File: config.mk
export PLATFORM = sky130hd
export DESIGN_NAME = seven_seg_scanner_flat
export DESIGN_NICKNAME = d
export VERILOG_FILES = /design/src/rtl/seven_seg_scanner_if.sv /design/src/rtl/seven_seg_scanner.sv /design/src/flat_wrapper.sv
export SDC_FILE = /design/constraint.sdc
export NUM_CORES = 1
export LEC_CHECK = 0
export ABC_CLOCK_PERIOD_IN_PS = 5700
export CAP_MARGIN = 30
export CORE_ASPECT_RATIO = 1.25
export CORE_UTILIZATION = 53
export DETAILED_ROUTE_END_ITERATION = 8
export PLACE_DENSITY = 0.74
export SYNTH_ARGS = -nofsm -noshare
export SYNTH_HDL_FRONTEND = slang
export SYNTH_SLANG_ARGS = --single-unit
File: constraint.sdc
create_clock -name i_Clk -period 5.7 [get_ports i_Clk]
set_input_delay 0.57 -clock i_Clk [delete_from_list [all_inputs] [get_ports i_Clk]]
set_output_delay 0.57 -clock i_Clk [all_outputs]
set_load 0.02 [all_outputs]
File: src/rtl/seven_seg_scanner_if.sv
// Bus bundle for the multiplexed seven-segment scanner.
//   i_Enable      scanning enable
//   i_Load        one-cycle strobe, captures i_Values into the shadow register
//   i_Values      digit k nibble at [4k+3:4k]
//   i_Blank_Mask  bit k high suppresses anode k (sampled live)
//   o_Nibble      nibble feeding the shared registered hex-to-7-seg decoder
//   o_Digit_N     active-low one-hot anode enables (registered)
//   o_Digit_Idx   index of the digit being scanned
//   o_Frame_Done  one-clock pulse on the last clock of each frame
// master drives the inputs (controller/bench), slave is the scanner.
interface seven_seg_scanner_if #(
  parameter int NUM_DIGITS = 4
);
  localparam int IW = (NUM_DIGITS > 1) ? $clog2(NUM_DIGITS) : 1;

  logic                    i_Enable;
  logic                    i_Load;
  logic [4*NUM_DIGITS-1:0] i_Values;
  logic [NUM_DIGITS-1:0]   i_Blank_Mask;
  logic [3:0]              o_Nibble;
  logic [NUM_DIGITS-1:0]   o_Digit_N;
  logic [IW-1:0]           o_Digit_Idx;
  logic                    o_Frame_Done;

  modport master (
    output i_Enable, i_Load, i_Values, i_Blank_Mask,
    input  o_Nibble, o_Digit_N, o_Digit_Idx, o_Frame_Done
  );

  modport slave (
    input  i_Enable, i_Load, i_Values, i_Blank_Mask,
    output o_Nibble, o_Digit_N, o_Digit_Idx, o_Frame_Done
  );
endinterface

File: src/rtl/seven_seg_scanner.sv
// Multiplexed seven-segment display scanner.
//
// Each digit gets SETTLE_CYCLES clocks with every anode off (lets the
// registered decoder catch up with the new nibble), then ON_CYCLES clocks
// with its anode driven. A frame is NUM_DIGITS*(SETTLE_CYCLES+ON_CYCLES)
// clocks. New values land in a shadow register and are only promoted to the
// displayed (active) set at a frame boundary or while idle, so a frame never
// shows a mix of old and new digits.
//
// Ports:
//   i_Clk    clock, rising edge
//   i_Rst_L  asynchronous active-low reset
//   bus      seven_seg_scanner_if.slave (enable/load/values/mask in,
//            nibble/anodes/index/frame-done out)

// Per-digit storage: shadow + active nibble and the registered anode bit.
//   load     write value into shadow
//   commit   promote into active; bypass selects the live value over shadow
//   drive    this digit's anode is due to be on next clock
//   blank    live blanking for this digit
module seven_seg_lane (
  input  logic       i_Clk,
  input  logic       i_Rst_L,
  input  logic       load,
  input  logic [3:0] value,
  input  logic       commit,
  input  logic       bypass,
  input  logic       drive,
  input  logic       blank,
  output logic [3:0] active,
  output logic       digit_n
);
  logic [3:0] shadow;

  always_ff @(posedge i_Clk or negedge i_Rst_L) begin
    if (!i_Rst_L) begin
      shadow  <= '0;
      active  <= '0;
      digit_n <= 1'b1;
    end else begin
      if (load)   shadow <= value;
      // bypass covers a load landing in the frame-boundary cycle: the value
      // on the bus that cycle is the one that must be displayed next.
      if (commit) active <= bypass ? value : shadow;
      digit_n <= ~(drive & ~blank);
    end
  end
endmodule

module seven_seg_scanner #(
  parameter int NUM_DIGITS    = 4,
  parameter int ON_CYCLES     = 25000,
  parameter int SETTLE_CYCLES = 2
) (
  input logic            i_Clk,
  input logic            i_Rst_L,
  seven_seg_scanner_if.slave bus
);
  localparam int IW   = (NUM_DIGITS > 1) ? $clog2(NUM_DIGITS) : 1;
  localparam int MAXC = (ON_CYCLES > SETTLE_CYCLES) ? ON_CYCLES : SETTLE_CYCLES;
  localparam int CW   = (MAXC > 1) ? $clog2(MAXC) : 1;

  typedef enum logic [1:0] {
    IDLE   = 2'd0,
    SETTLE = 2'd1,
    ON     = 2'd2
  } state_t;

  state_t                     state, state_nxt;
  logic [CW-1:0]              cnt, cnt_nxt;
  logic [IW-1:0]              idx, idx_nxt;
  logic                       pending;
  logic                       boundary;
  logic                       commit;
  logic                       bypass;
  logic [NUM_DIGITS-1:0]      drive;
  logic [NUM_DIGITS-1:0]      digit_n;
  logic [NUM_DIGITS-1:0][3:0] values;
  logic [NUM_DIGITS-1:0][3:0] active;

  assign values = bus.i_Values;

  // Last clock of the last digit's ON window; dropping enable here aborts
  // the frame instead of completing it.
  assign boundary = (state == ON) && (cnt == CW'(ON_CYCLES - 1)) &&
                    (idx == IW'(NUM_DIGITS - 1)) && bus.i_Enable;

  // Promotion points: frame boundary (pending or same-cycle load), or any
  // idle clock with something pending.
  assign commit = (boundary && (pending || bus.i_Load)) ||
                  ((state == IDLE) && pending);
  assign bypass = boundary && bus.i_Load;

  // ---------------- state register ----------------
  always_ff @(posedge i_Clk or negedge i_Rst_L) begin
    if (!i_Rst_L) begin
      state <= IDLE;
      cnt   <= '0;
      idx   <= '0;
    end else begin
      state <= state_nxt;
      cnt   <= cnt_nxt;
      idx   <= idx_nxt;
    end
  end

  // ---------------- next state ----------------
  // The counter restarts on every state change so a terminal count never
  // leaks into the next phase.
  always_comb begin
    state_nxt = state;
    cnt_nxt   = cnt + 1'b1;
    idx_nxt   = idx;
    case (state)
      IDLE: begin
        cnt_nxt = '0;
        idx_nxt = '0;
        if (bus.i_Enable) state_nxt = SETTLE;
      end
      SETTLE: begin
        if (!bus.i_Enable) begin
          state_nxt = IDLE;
          cnt_nxt   = '0;
          idx_nxt   = '0;
        end else if (cnt == CW'(SETTLE_CYCLES - 1)) begin
          state_nxt = ON;
          cnt_nxt   = '0;
        end
      end
      ON: begin
        if (!bus.i_Enable) begin
          state_nxt = IDLE;
          cnt_nxt   = '0;
          idx_nxt   = '0;
        end else if (cnt == CW'(ON_CYCLES - 1)) begin
          state_nxt = SETTLE;
          cnt_nxt   = '0;
          idx_nxt   = (idx == IW'(NUM_DIGITS - 1)) ? '0 : idx + 1'b1;
        end
      end
      default: begin
        state_nxt = IDLE;
        cnt_nxt   = '0;
        idx_nxt   = '0;
      end
    endcase
  end

  // Anodes are registered from the next state so they line up with the
  // state register rather than trailing it by a clock.
  always_comb begin
    drive = '0;
    for (int k = 0; k < NUM_DIGITS; k++)
      drive[k] = (state_nxt == ON) && (idx_nxt == IW'(k));
  end

  // ---------------- pending flag ----------------
  // A load in the boundary cycle is consumed immediately by the bypass.
  // An idle commit that coincides with a load leaves the new value pending
  // for the following clock.
  always_ff @(posedge i_Clk or negedge i_Rst_L) begin
    if (!i_Rst_L)
      pending <= 1'b0;
    else if (boundary)
      pending <= 1'b0;
    else if (bus.i_Load)
      pending <= 1'b1;
    else if (state == IDLE)
      pending <= 1'b0;
  end

  // ---------------- per-digit lanes ----------------
  for (genvar k = 0; k < NUM_DIGITS; k++) begin : g_lane
    seven_seg_lane u_lane (
      .i_Clk   (i_Clk),
      .i_Rst_L (i_Rst_L),
      .load    (bus.i_Load),
      .value   (values[k]),
      .commit  (commit),
      .bypass  (bypass),
      .drive   (drive[k]),
      .blank   (bus.i_Blank_Mask[k]),
      .active  (active[k]),
      .digit_n (digit_n[k])
    );
  end

  // ---------------- outputs ----------------
  // Active values are frozen for the whole frame, so the mux output is
  // stable through SETTLE and ON of each digit.
  assign bus.o_Nibble     = active[idx];
  assign bus.o_Digit_N    = digit_n;
  assign bus.o_Digit_Idx  = idx;
  assign bus.o_Frame_Done = boundary;
endmodule

File: src/flat_wrapper.sv
// flat-port wrapper written by rule: the top's interface ports become plain ports
module seven_seg_scanner_flat 
#(
  parameter int NUM_DIGITS    = 4,
  parameter int ON_CYCLES     = 25000,
  parameter int SETTLE_CYCLES = 2
)
  (i_Clk, i_Rst_L, bus_i_Enable, bus_i_Load, bus_i_Values, bus_i_Blank_Mask, bus_o_Nibble, bus_o_Digit_N, bus_o_Digit_Idx, bus_o_Frame_Done);
  seven_seg_scanner_if #(.NUM_DIGITS(NUM_DIGITS)) bus_i ();
  input logic i_Clk;
  input logic i_Rst_L;
  input wire logic [$bits(bus_i.i_Enable)-1:0] bus_i_Enable;
  input wire logic [$bits(bus_i.i_Load)-1:0] bus_i_Load;
  input wire logic [$bits(bus_i.i_Values)-1:0] bus_i_Values;
  input wire logic [$bits(bus_i.i_Blank_Mask)-1:0] bus_i_Blank_Mask;
  output wire logic [$bits(bus_i.o_Nibble)-1:0] bus_o_Nibble;
  output wire logic [$bits(bus_i.o_Digit_N)-1:0] bus_o_Digit_N;
  output wire logic [$bits(bus_i.o_Digit_Idx)-1:0] bus_o_Digit_Idx;
  output wire logic [$bits(bus_i.o_Frame_Done)-1:0] bus_o_Frame_Done;
  assign bus_i.i_Enable = bus_i_Enable;
  assign bus_i.i_Load = bus_i_Load;
  assign bus_i.i_Values = bus_i_Values;
  assign bus_i.i_Blank_Mask = bus_i_Blank_Mask;
  assign bus_o_Nibble = bus_i.o_Nibble;
  assign bus_o_Digit_N = bus_i.o_Digit_N;
  assign bus_o_Digit_Idx = bus_i.o_Digit_Idx;
  assign bus_o_Frame_Done = bus_i.o_Frame_Done;
  seven_seg_scanner #(.NUM_DIGITS(NUM_DIGITS), .ON_CYCLES(ON_CYCLES), .SETTLE_CYCLES(SETTLE_CYCLES)) u_core (.i_Clk(i_Clk), .i_Rst_L(i_Rst_L), .bus(bus_i));
endmodule
==> metrics list <==
* Multiplexer share of the synthesized area: 9.69%
- The detailed router placed approximately 2000 vias in this run.
- Number of top-level pins: 35
- Kind of end point of the critical path: output pin
* Arithmetic-cell share of the synthesized area counting full adders, half adders and majority gates: 3.14%
- Global-route usage over all layers: a little over a fifth
* Synth Cell Area: 2790 sq um
* Share of the cycle needed by the critical path after routing: between 50% and 60%
* Pre-antenna DRT Iters: 4
* Final critical path time including I/O delays and setup: around 3.2 ns
* Final Core Density: 64.5%
* Htree depth: 2
- Upper clock frequency limit: between 0.3 and 0.4 GHz
* Share of final-layout standard cells stronger than drive strength 1: between 15 and 20%
* Number of sinks driven by the clock tree: between 50 and 60
- Top post-synthesis cells by count: sky130_fd_sc_hd__dfrtp_1 (52), sky130_fd_sc_hd__nor2_1 (24), sky130_fd_sc_hd__and3_1 (19), sky130_fd_sc_hd__a221o_1 (16), sky130_fd_sc_hd__mux2_2 (16)
* Area share of the largest cell type after synthesis: a little under half
* Leakage power summed over all cells: between 1 and 1.5 nW
* Synthesized-area fraction occupied by ao, oa, aoi and oai cells: under 10%
* Required arrival time at the worst endpoint: between 5 and 6 ns
* Largest cells by area after synthesis: sky130_fd_sc_hd__dfrtp_1 (47%), sky130_fd_sc_hd__mux2_2 (6.5%), sky130_fd_sc_hd__a221o_1 (5.7%)
* Inserted Clock Buffers: 5
* Total count of max-transition violations in the final report: 0
- The min-delay analysis places its worst path in the category input pin to async pin.
* Synth Instances: 241
* Basic-gate share of the synthesized area counting and, or, nand and nor cells: 19.1%
* Initial Utilization: between 50% and 60%
- At the later pin of the worst-skew pair, clock insertion delay measures 0.31 ns.
* Yosys warnings: 0
- Max capacitance violation total: 0
* Clock-pin slew on the worst setup and hold paths: ~0.10 ns
* Number of failing hold endpoints at the final stage: 0
* Buffer levels on the longest clock path: 2
- Die Footprint: 5560 sq um
* DR WL/cell: between 15 and 20 um
- Peak supply drop: approximately 200 uV
- Post-detailed-routing wire length: around 5.4 mm
- R2r worst-path depth: 8
- Dividing total power by cell area gives a power density of between 300 and 400 nW/um^2.
- For this block, the initial DRC count from the detailed router was ~100.
- During placement, the flow inserted port buffers numbering 34.
* Post-synthesis register bit count: 56
* Count of cells resized by post-cts repair: 0
* Std-Cell Rows: 29
- In this run the post-CTS setup repair buffer count came out at 0.
- After routing, the total negative slack on setup checks comes to 0 ns.
- In this run, synthesis inferred 0 flip-flops with an integrated enable.
* Global route total overflow: 0
* Number of nets in the synthesized netlist: about 270
- Number of global-route vias before repair: between 1500 and 2000
* Antenna fix cells: 0
* Main combinational cell family by area after synthesis: simple AND/OR/NAND/NOR gates
- Of the total synthesized cell area, the portion taken by XOR and XNOR cells is under 10%.
- In this run the standard cell core region covers 5080 sq um.
- Entering global routing, the biggest net connects 57 pins.
* Count of unique library cells instantiated by Yosys: 43
- The run finished with clean final reports.
- Overall die width: 66.9 um
- Initial antenna violation count: 0
- The first global-routing pass estimated 8.98 mm of wire.
- In this run the register-to-register setup slack is slightly above 3 ns.
- Of all flip-flops after synthesis, the portion carrying an async set or reset was 100%.
- CTS Hold Bufs: 0
* Post-synthesis area per instance: 11.6 sq um
* CTS tree: built
* Final HPWL DP: between 3 and 4 mm
- Dividing the detail-routed via count by the number of cells gives 5.91.
- Ys flop type: sky130_fd_sc_hd__dfrtp_1
- Maximum clock skew at final layout: between 0.006 and 0.007 ns
* RSZ-0062 raised after global routing: false
- Proportion of synthesized chip area in sequential cells: between 50% and 60%
- Final antenna-violating net count: 0
* Normalized max-slew margin: between 40% and 50%
* Worst slew pin tran: between 0.8 and 0.9 ns
- Most used standard cell by instance count after synthesis: sky130_fd_sc_hd__dfrtp_1
- Cell accounting for the most synthesized area: sky130_fd_sc_hd__dfrtp_1
- CTS Root Buffer Type: sky130_fd_sc_hd__clkbuf_8
- Worst setup path category: input pin to output pin
- The worst setup path is launched from an input pin.
- Final Wtd Congestion: roughly 0.77
* Setup violators final: 0
* Worst Path Max Fanout: 13
- Data on the critical path arrives at its endpoint at around 2.6 ns.
- Die height: approximately 83 um
* Area Overhead vs Synth: 17.4%
* # DRC: 0
- Number of nets at the end of the flow: 300
==> state kept, by name, summed over array words and instances (netlist names) <==
signal	flops
u_core.g_lane.u_lane.active	16
u_core.g_lane.u_lane.shadow	16
u_core.cnt	15
u_core.g_lane.u_lane.digit_n	4
u_core.bus.o_Digit_Idx	2
u_core.state	2
u_core.pending	1
==> worst paths after layout <==
check,from,endpoint
worst max-delay path,bus_i_Enable,bus_o_Frame_Done
worst min-delay path,i_Rst_L,u_core.cnt[10]
worst max register to register,u_core.state[0],u_core.g_lane[0].u_lane.active[1]
worst min register to register,u_core.cnt[0],u_core.cnt[0]
max in group asynchronous,i_Rst_L,u_core.g_lane[2].u_lane.shadow[3]
min in group i_Clk,u_core.cnt[0],u_core.cnt[0]
==> power breakdown <==
| group | total [mW] | switching, mW | internal (mW) | leakage [nW] |
|---|---|---|---|---|
| clock | 0.282 | 0.127 | 0.155 | 0.0645 |
| sequential | 0.522 | 0.0460 | 0.476 | 0.700 |
| combinational | 0.376 | 0.179 | 0.196 | 0.639 |
| total | 1.18 | 0.353 | 0.827 | 1.40 |
==> kinds of logic (layout without fill, tap and decap cells) <==
family	after synthesis	after routing
AO/OA/AOI/OAI	29	29
XOR/XNOR	13	13
adder cells (fa/ha/maj)	7	7
buffers and inverters	23	52
flip-flops	56	56
multiplexers	20	20
AND/OR/NAND/NOR	93	93
==> worst max-delay path, cell delays in order <==
cell	delay, ns
sky130_fd_sc_hd__clkdlybuf4s50_1	0.71
sky130_fd_sc_hd__and4_1	0.26
sky130_fd_sc_hd__nand4_1	0.20
sky130_fd_sc_hd__nor2_1	0.24
sky130_fd_sc_hd__clkdlybuf4s50_1	0.64
==> per-layer routing <==
layer	routed length [um]	GRT usage (%)
met1	2460	29.4
met2	2720	34.5
met3	181	4.12
met4	66	6.38
met5	0	0
==> layout make-up <==
cell class,count,area (sq um)
clock inverters,1,30.0
clock buffers,7,96.3
flip-flops and latches,56,1410
repair buffers,37,362
inverters,7,26.3
multi-input cells,162,1280
fillers,412,1800
well taps,62,77.6
==> placed cells by master (no fill, tap or decap), drive strengths merged, types with 2 or more instances in the layout <==
cell           netlist  layout
dfrtp               52      52
clkdlybuf4s50        0      33
nor2                24      24
and3                21      21
mux2                16      16
a221o               16      16
nand2               11      11
nand3                9       9
xnor2                8       8
nand4                8       8
inv                  7       7
ha                   7       7
clkbuf              10       7
nor3                 5       5
xor2                 5       5
a21oi                4       4
mux4                 4       4
dfstp                4       4
buf                  6       4
and4                 2       2
nor4b                2       2
or3b                 2       2
or4b                 2       2
or3                  2       2
==> through the flow <==
step / cells / hold slack (ns) / area (sq um) / setup slack [ns] / total power [mW]
after CTS: 331 / 0.407 / 3270 / 2.52 / 1.19
after global routing: 332 / 0.456 / 3280 / 2.41 / 1.25
after detailed placement: 323 / 0.478 / 3140 / 2.40 / 0.898
after global placement: 322 / 0.472 / 3130 / 2.08 / 0.889
after floorplan: 241 / 0.274 / 2790 / 3.37 / 0.789
final: 332 / 0.375 / 3280 / 2.51 / 1.18
Power figures use the tool's default switching activity.
